$ cat config.mk
export PLATFORM = sky130hd
export DESIGN_NAME = uart_tx_fifo
export DESIGN_NICKNAME = d
export VERILOG_FILES = /design/src/rtl/uart_tx_fifo.sv
export SDC_FILE = /design/constraint.sdc
export NUM_CORES = 1
export LEC_CHECK = 0
export ABC_CLOCK_PERIOD_IN_PS = 7600
export CAP_MARGIN = 20
export CORE_MARGIN = 1.5
export CORE_UTILIZATION = 61
export DETAILED_ROUTE_END_ITERATION = 8
export GPL_TIMING_DRIVEN = 0
export PLACE_DENSITY = 0.8
export SLEW_MARGIN = 20
export SYNTH_ARGS = -nofsm -noshare
export SYNTH_HDL_FRONTEND = slang
export SYNTH_SLANG_ARGS = --single-unit
$ cat constraint.sdc
create_clock -name clk -period 7.6 [get_ports clk]
set_clock_uncertainty 0.05 [all_clocks]
set_input_delay 1.9 -clock clk [delete_from_list [all_inputs] [get_ports clk]]
set_output_delay 1.9 -clock clk [all_outputs]
set_load 0.05 [all_outputs]
$ cat src/rtl/uart_tx_fifo.sv
// 8N1 RS232 transmitter fed by a small byte FIFO over a valid/ready handshake.
// Frames are sent LSB first and leave back-to-back while the FIFO holds data.
module uart_tx_fifo #(
  parameter int BAUD_RATE     = 9600,
  parameter int CLOCK_FREQ_HZ = 12000000,
  parameter int FIFO_DEPTH    = 4
) (
  input  logic       clk,
  input  logic       resetn,
  input  logic [7:0] in_data,
  input  logic       in_valid,
  output logic       in_ready,
  output logic       TX,
  output logic       busy
);

  localparam int BIT_PERIOD = CLOCK_FREQ_HZ / BAUD_RATE;
  localparam int CW         = $clog2(BIT_PERIOD) + 1;
  localparam int AW         = $clog2(FIFO_DEPTH);
  localparam int NW         = AW + 1;

  localparam logic [CW-1:0] CYC_LAST  = CW'(BIT_PERIOD - 1);
  localparam logic [NW-1:0] CNT_FULL  = NW'(FIFO_DEPTH);
  localparam logic [NW-1:0] CNT_ONE   = NW'(1);
  localparam logic [CW-1:0] CYC_ONE   = CW'(1);

  typedef enum logic [1:0] {
    IDLE  = 2'd0,
    START = 2'd1,
    DATA  = 2'd2,
    STOP  = 2'd3
  } state_t;

  // Handshake: a byte is taken on any posedge where in_valid && in_ready.
  // in_ready depends only on the registered count, never on in_valid.

  state_t          state;
  logic [7:0]      mem [FIFO_DEPTH];
  logic [AW-1:0]   wr_ptr;
  logic [AW-1:0]   rd_ptr;
  logic [NW-1:0]   count;
  logic [CW-1:0]   cycle_cnt;
  logic [2:0]      bit_cnt;
  logic [7:0]      shift;
  logic            tx_q;

  logic            push;
  logic            pop;
  logic            fifo_empty;
  logic            bit_end;
  logic [7:0]      head;

  assign fifo_empty = (count == '0);
  assign in_ready   = (count != CNT_FULL);
  assign push       = in_valid && in_ready;
  assign bit_end    = (cycle_cnt == CYC_LAST);
  assign head       = mem[rd_ptr];

  // A pop loads the next frame: from IDLE at once, or at the stop-bit end.
  always_comb begin
    pop = 1'b0;
    if (!fifo_empty) begin
      if (state == IDLE)
        pop = 1'b1;
      else if (state == STOP && bit_end)
        pop = 1'b1;
    end
  end

  assign TX   = tx_q;
  assign busy = (state != IDLE) || !fifo_empty;

  always_ff @(posedge clk) begin
    if (push)
      mem[wr_ptr] <= in_data;
  end

  always_ff @(posedge clk) begin
    if (!resetn) begin
      wr_ptr <= '0;
      rd_ptr <= '0;
      count  <= '0;
    end else begin
      if (push)
        wr_ptr <= wr_ptr + 1'b1;
      if (pop)
        rd_ptr <= rd_ptr + 1'b1;
      case ({push, pop})
        2'b10:   count <= count + CNT_ONE;
        2'b01:   count <= count - CNT_ONE;
        default: count <= count;
      endcase
    end
  end

  // TX is updated on the same edge as the state change so the line level
  // always matches the state being entered.
  always_ff @(posedge clk) begin
    if (!resetn) begin
      state     <= IDLE;
      cycle_cnt <= '0;
      bit_cnt   <= '0;
      shift     <= '0;
      tx_q      <= 1'b1;
    end else begin
      case (state)
        IDLE: begin
          tx_q <= 1'b1;
          if (pop) begin
            shift     <= head;
            cycle_cnt <= '0;
            tx_q      <= 1'b0;
            state     <= START;
          end
        end
        START: begin
          if (bit_end) begin
            cycle_cnt <= '0;
            bit_cnt   <= '0;
            tx_q      <= shift[0];
            state     <= DATA;
          end else begin
            cycle_cnt <= cycle_cnt + CYC_ONE;
          end
        end
        DATA: begin
          if (bit_end) begin
            cycle_cnt <= '0;
            if (bit_cnt == 3'd7) begin
              tx_q  <= 1'b1;
              state <= STOP;
            end else begin
              shift   <= {1'b0, shift[7:1]};
              tx_q    <= shift[1];
              bit_cnt <= bit_cnt + 3'd1;
            end
          end else begin
            cycle_cnt <= cycle_cnt + CYC_ONE;
          end
        end
        STOP: begin
          if (bit_end) begin
            cycle_cnt <= '0;
            if (pop) begin
              shift <= head;
              tx_q  <= 1'b0;
              state <= START;
            end else begin
              tx_q  <= 1'b1;
              state <= IDLE;
            end
          end else begin
            cycle_cnt <= cycle_cnt + CYC_ONE;
          end
        end
        default: begin
          tx_q  <= 1'b1;
          state <= IDLE;
        end
      endcase
    end
  end

endmodule
==> metrics list <==
- For the pin with the worst max-slew slack, the measured transition is roughly 0.6 ns.
- Max capacitance violation total: 0
* Worst Setup EP: busy
* Number of flops mapped to enable cells by yosys: 32
- Maximum number of pins on one net before global-route repair: 14
- The worst pin sits at a relative slew slack of 0.5918.
* Clock tree from TritonCTS: yes
- Clk buf depth: 2
* Detailed Route Iter0 Violations: 170
- In this run the core area contains 25 standard-cell rows.
- The detailed router placed roughly 2.1k vias in this run.
- Synthesized area: around 0.0031 mm²
- Count of final max-slew check failures: 0
* Outcome: finished, final reports clean
* Post-route minimum period: 4.670 ns
- Count of yosys warnings during synthesis: 0
* Number of nets in the layout: roughly 320
* Chip Height: between 70 and 80 µm
- Num CTS Buffers: 9
* Total non-filler cell area in the finished layout: 0.003593 mm²
- LEAKAGE: approximately 1.3 nW
- Biggest fanout along the worst timing path: 10
- Number of gates resized after CTS: 0
* Sequential area share after synthesis: 0.5327
* Top-Level Pins: 14
* Worst setup margin: approximately 2.9 ns
- Worst-case hold slack: ~0.42 ns
- Data arrives at the worst endpoint at between 2 and 3 ns.
- Via density: 5.862
* Die extent in x: 74.51 µm
- Synthesis inferred 67 register bits.
- Die footprint: between 0.005 and 0.006 mm²
- For this run, the detailed router's first-pass iteration total came to 4.
* Worst hold path type: reg -> reg
* Post-synthesis cell type count: 52
* Post-route setup TNS: 0 ns
- For this design the ratio of total power to cell area is just under 400 mW/mm².
- After clock tree synthesis, the flow added hold-fix buffers numbering 0.
- Total gr overflow: 0
- Across every metal layer, demand over resource in global routing totals 0.2341.
* Antenna-violating nets left: 0
* Endpoint class of the critical path: primary output
- The critical path is of the reg -> out type.
- Setup violations remaining at the end of the flow were counted as 0.
- Register-to-register setup slack: between 4 and 5 ns
- Ant diodes: 0
* Number of global-route vias before repair: between 1.5k and 2k
* Number of setup buffers added after CTS: 0
* Unrepaired setup endpoints after global routing: false
- The clock tree synthesis step divided the H-tree into 3 levels.
- The initial antenna violation count was 0.
- Summing all placed instances gives a cell area of roughly 0.0033 mm².
- Mean routed wirelength per cell: ~15 µm
* Final-layout fill cell count: between 300 and 400
* Peak Freq: ~210 MHz
- Core area: roughly 0.0048 mm²
* Wire length of the first global-routing pass: 9.390 mm
* Design Power: ~0.0014 W
- RR Startpoint: cycle_cnt[0]$_SDFFE_PN0P_
* Count of final hold-check violations: 0
- Counting every sink on the clock net gives 67.
- Syn avg cell area: approximately 12 µm²
- Detailed-route DRC error count: 0
- Synth-to-Final Area Change: 15.20%
* Share of flip-flops with an asynchronous set or reset after synthesis: 0
- In this run the tool buffered the top-level ports with 12 buffer cells.
- The most critical setup path has its startpoint at state[0]$_SDFFE_PN0P_.
- Hpwl dp: roughly 4 mm
* Launch point of the worst hold path: shift[4]$_SDFFE_PN0P_
- The worst setup path is launched from a flop.
* Routed WL: about 5.6 mm
* Destination of the worst register-to-register timing path: count[2]$_SDFFE_PN0P_
* Worst ir drop on vdd: approximately 220 µV
- After clock tree synthesis, the clock-pin slew on the worst setup and hold paths is roughly 0.070 ns.
- Clock root buffer: clkbuf_8
- The later pin in the worst-skew pair is clocked with a latency of about 0.35 ns.
* Post-synthesis cell count: approximately 270
- The number of cells on the worst reg-to-reg path is 11.
- For this configuration, the core starts out at a cell density of 0.6475.
- Post-Place Worst Slack: ~3.3 ns
- Final Cycle Share: 0.6144
- Top FF cell, synth: dfxtp_1
- Ratio of cells with drive above 1 in the final layout: 0.1453
* Critical path data required time: roughly 5.7 ns
- The number of nets handed over by synthesis was a little under 300.
- Routability congestion estimate: 0.8654
-- logic make-up after synthesis --
kind of cell / synth area share
simple gates: 0.1468
flops: 0.5327
buf+inv: 0.03249
compound gates: 0.08906
fa+ha+maj: 0.06258
xor+xnor: 0.03089
mux: 0.1055
-- area by class of cell --
cell class	instances	area (µm²)	share of cell area
Sequential cell	67	1662	0.4624
Multi-Input combinational cell	177	1356	0.3774
Clock inverter	7	146.4	0.04074
Clock buffer	9	123.9	0.03447
Timing Repair Buffer	12	120.1	0.03343
Tap cell	67	83.83	0.02333
Buffer	11	52.55	0.01462
Inverter	13	48.80	0.01358
-- sequential cells by signal, indices dropped and copies added, names as in the netlist, named ones only --
name	count
mem	32
rd_ptr	2
shift	8
count	3
state	2
TX	1
cycle_cnt	12
wr_ptr	2
bit_cnt	3
-- layout by cell type (no fill, tap or decap), types with 3 or more instances in the layout --
| cell type | instances |
|---|---|
| nor3_1 | 4 |
| o21ai_0 | 8 |
| nor2_1 | 18 |
| nand4_1 | 5 |
| mux4_2 | 8 |
| bufinv_16 | 4 |
| a21oi_1 | 11 |
| ha_1 | 14 |
| edfxtp_1 | 32 |
| clkbuf_8 | 9 |
| inv_1 | 13 |
| nand3_1 | 6 |
| mux2i_1 | 7 |
| xor2_1 | 7 |
| mux2_2 | 7 |
| and3_1 | 5 |
| clkdlybuf4s50_1 | 12 |
| a31oi_1 | 4 |
| o22ai_1 | 3 |
| nand2_1 | 30 |
| dfxtp_1 | 35 |
| clkbuf_1 | 6 |
| xnor2_1 | 4 |
| or3_1 | 4 |
-- worst min-delay path by stage --
stage	to	slack [ns]	cells past startpoint
6_report	shift[4]$_SDFFE_PN0P_	0.42	2
5_1_grt	shift[0]$_SDFFE_PN0P_	0.44	2
4_1_cts	shift[6]$_SDFFE_PN0P_	0.42	2
3_5_place_dp	shift[6]$_SDFFE_PN0P_	0.41	2
3_3_place_gp	shift[4]$_SDFFE_PN0P_	0.39	2
2_1_floorplan	shift[2]$_SDFFE_PN0P_	0.39	2
-- critical path, cell delays in order (launching register included) --
cell and delay (ns):
dfxtp_1 0.34, inv_1 0.13, ha_1 0.27, nor4b_2 0.55
inv_1 0.14, buf_2 0.22, clkdlybuf4s50_1 0.72
-- layer usage --
metal | track usage | up-vias | part of all wire
li1 | - | 1035 | -
met1 | 0.3405 | 1029 | 0.48
met2 | 0.3373 | 54 | 0.46
met3 | 0.06369 | 10 | 0.046
met4 | 0.08889 | 0 | 0.011
met5 | 0 | - | 0
-- cells in the mapped netlist, drive strengths merged, types with 2 or more instances --
library cell / number / area, µm²
dfxtp: 35 / 700.7
nand2b: 2 / 12.51
o21ai: 9 / 48.80
mux2: 7 / 78.83
mux2i: 7 / 70.07
xor2: 7 / 61.31
xnor2: 4 / 35.03
nor2: 18 / 67.56
and4: 3 / 27.53
inv: 13 / 48.80
buf: 4 / 25.02
nand2: 30 / 112.6
nand4: 5 / 31.28
mux4: 8 / 180.2
and2: 2 / 12.51
ha: 14 / 175.2
o22ai: 3 / 18.77
edfxtp: 32 / 960.9
nand3: 6 / 30.03
a21o: 2 / 16.27
a311oi: 2 / 17.52
nor4b: 2 / 23.77
or3: 4 / 25.02
a21oi: 11 / 55.05
nor3: 4 / 20.02
clkbuf: 7 / 27.52
a31o: 2 / 17.52
a31oi: 4 / 25.02
and3: 6 / 38.79
-- metrics by stage --
| step | std cells | util |
|---|---|---|
| 3_5_place_dp | 347 | 0.6899 |
| 4_1_cts | 363 | 0.7460 |
| 5_1_grt | 363 | 0.7460 |
| 6_report | 363 | 0.7460 |
| 3_3_place_gp | 347 | 0.6899 |
| 2_1_floorplan | 268 | - |
-- report_power, final --
| group | leakage (nW) | total (W) | internal, W | switching [W] |
|---|---|---|---|---|
| Combinational | 0.623 | 0.000527 | 0.000228 | 0.000299 |
| Clock | 0.134 | 0.000397 | 0.000254 | 0.000143 |
| Sequential | 0.579 | 0.000476 | 0.000440 | 0.0000359 |
(Power assumes the default switching activity.)
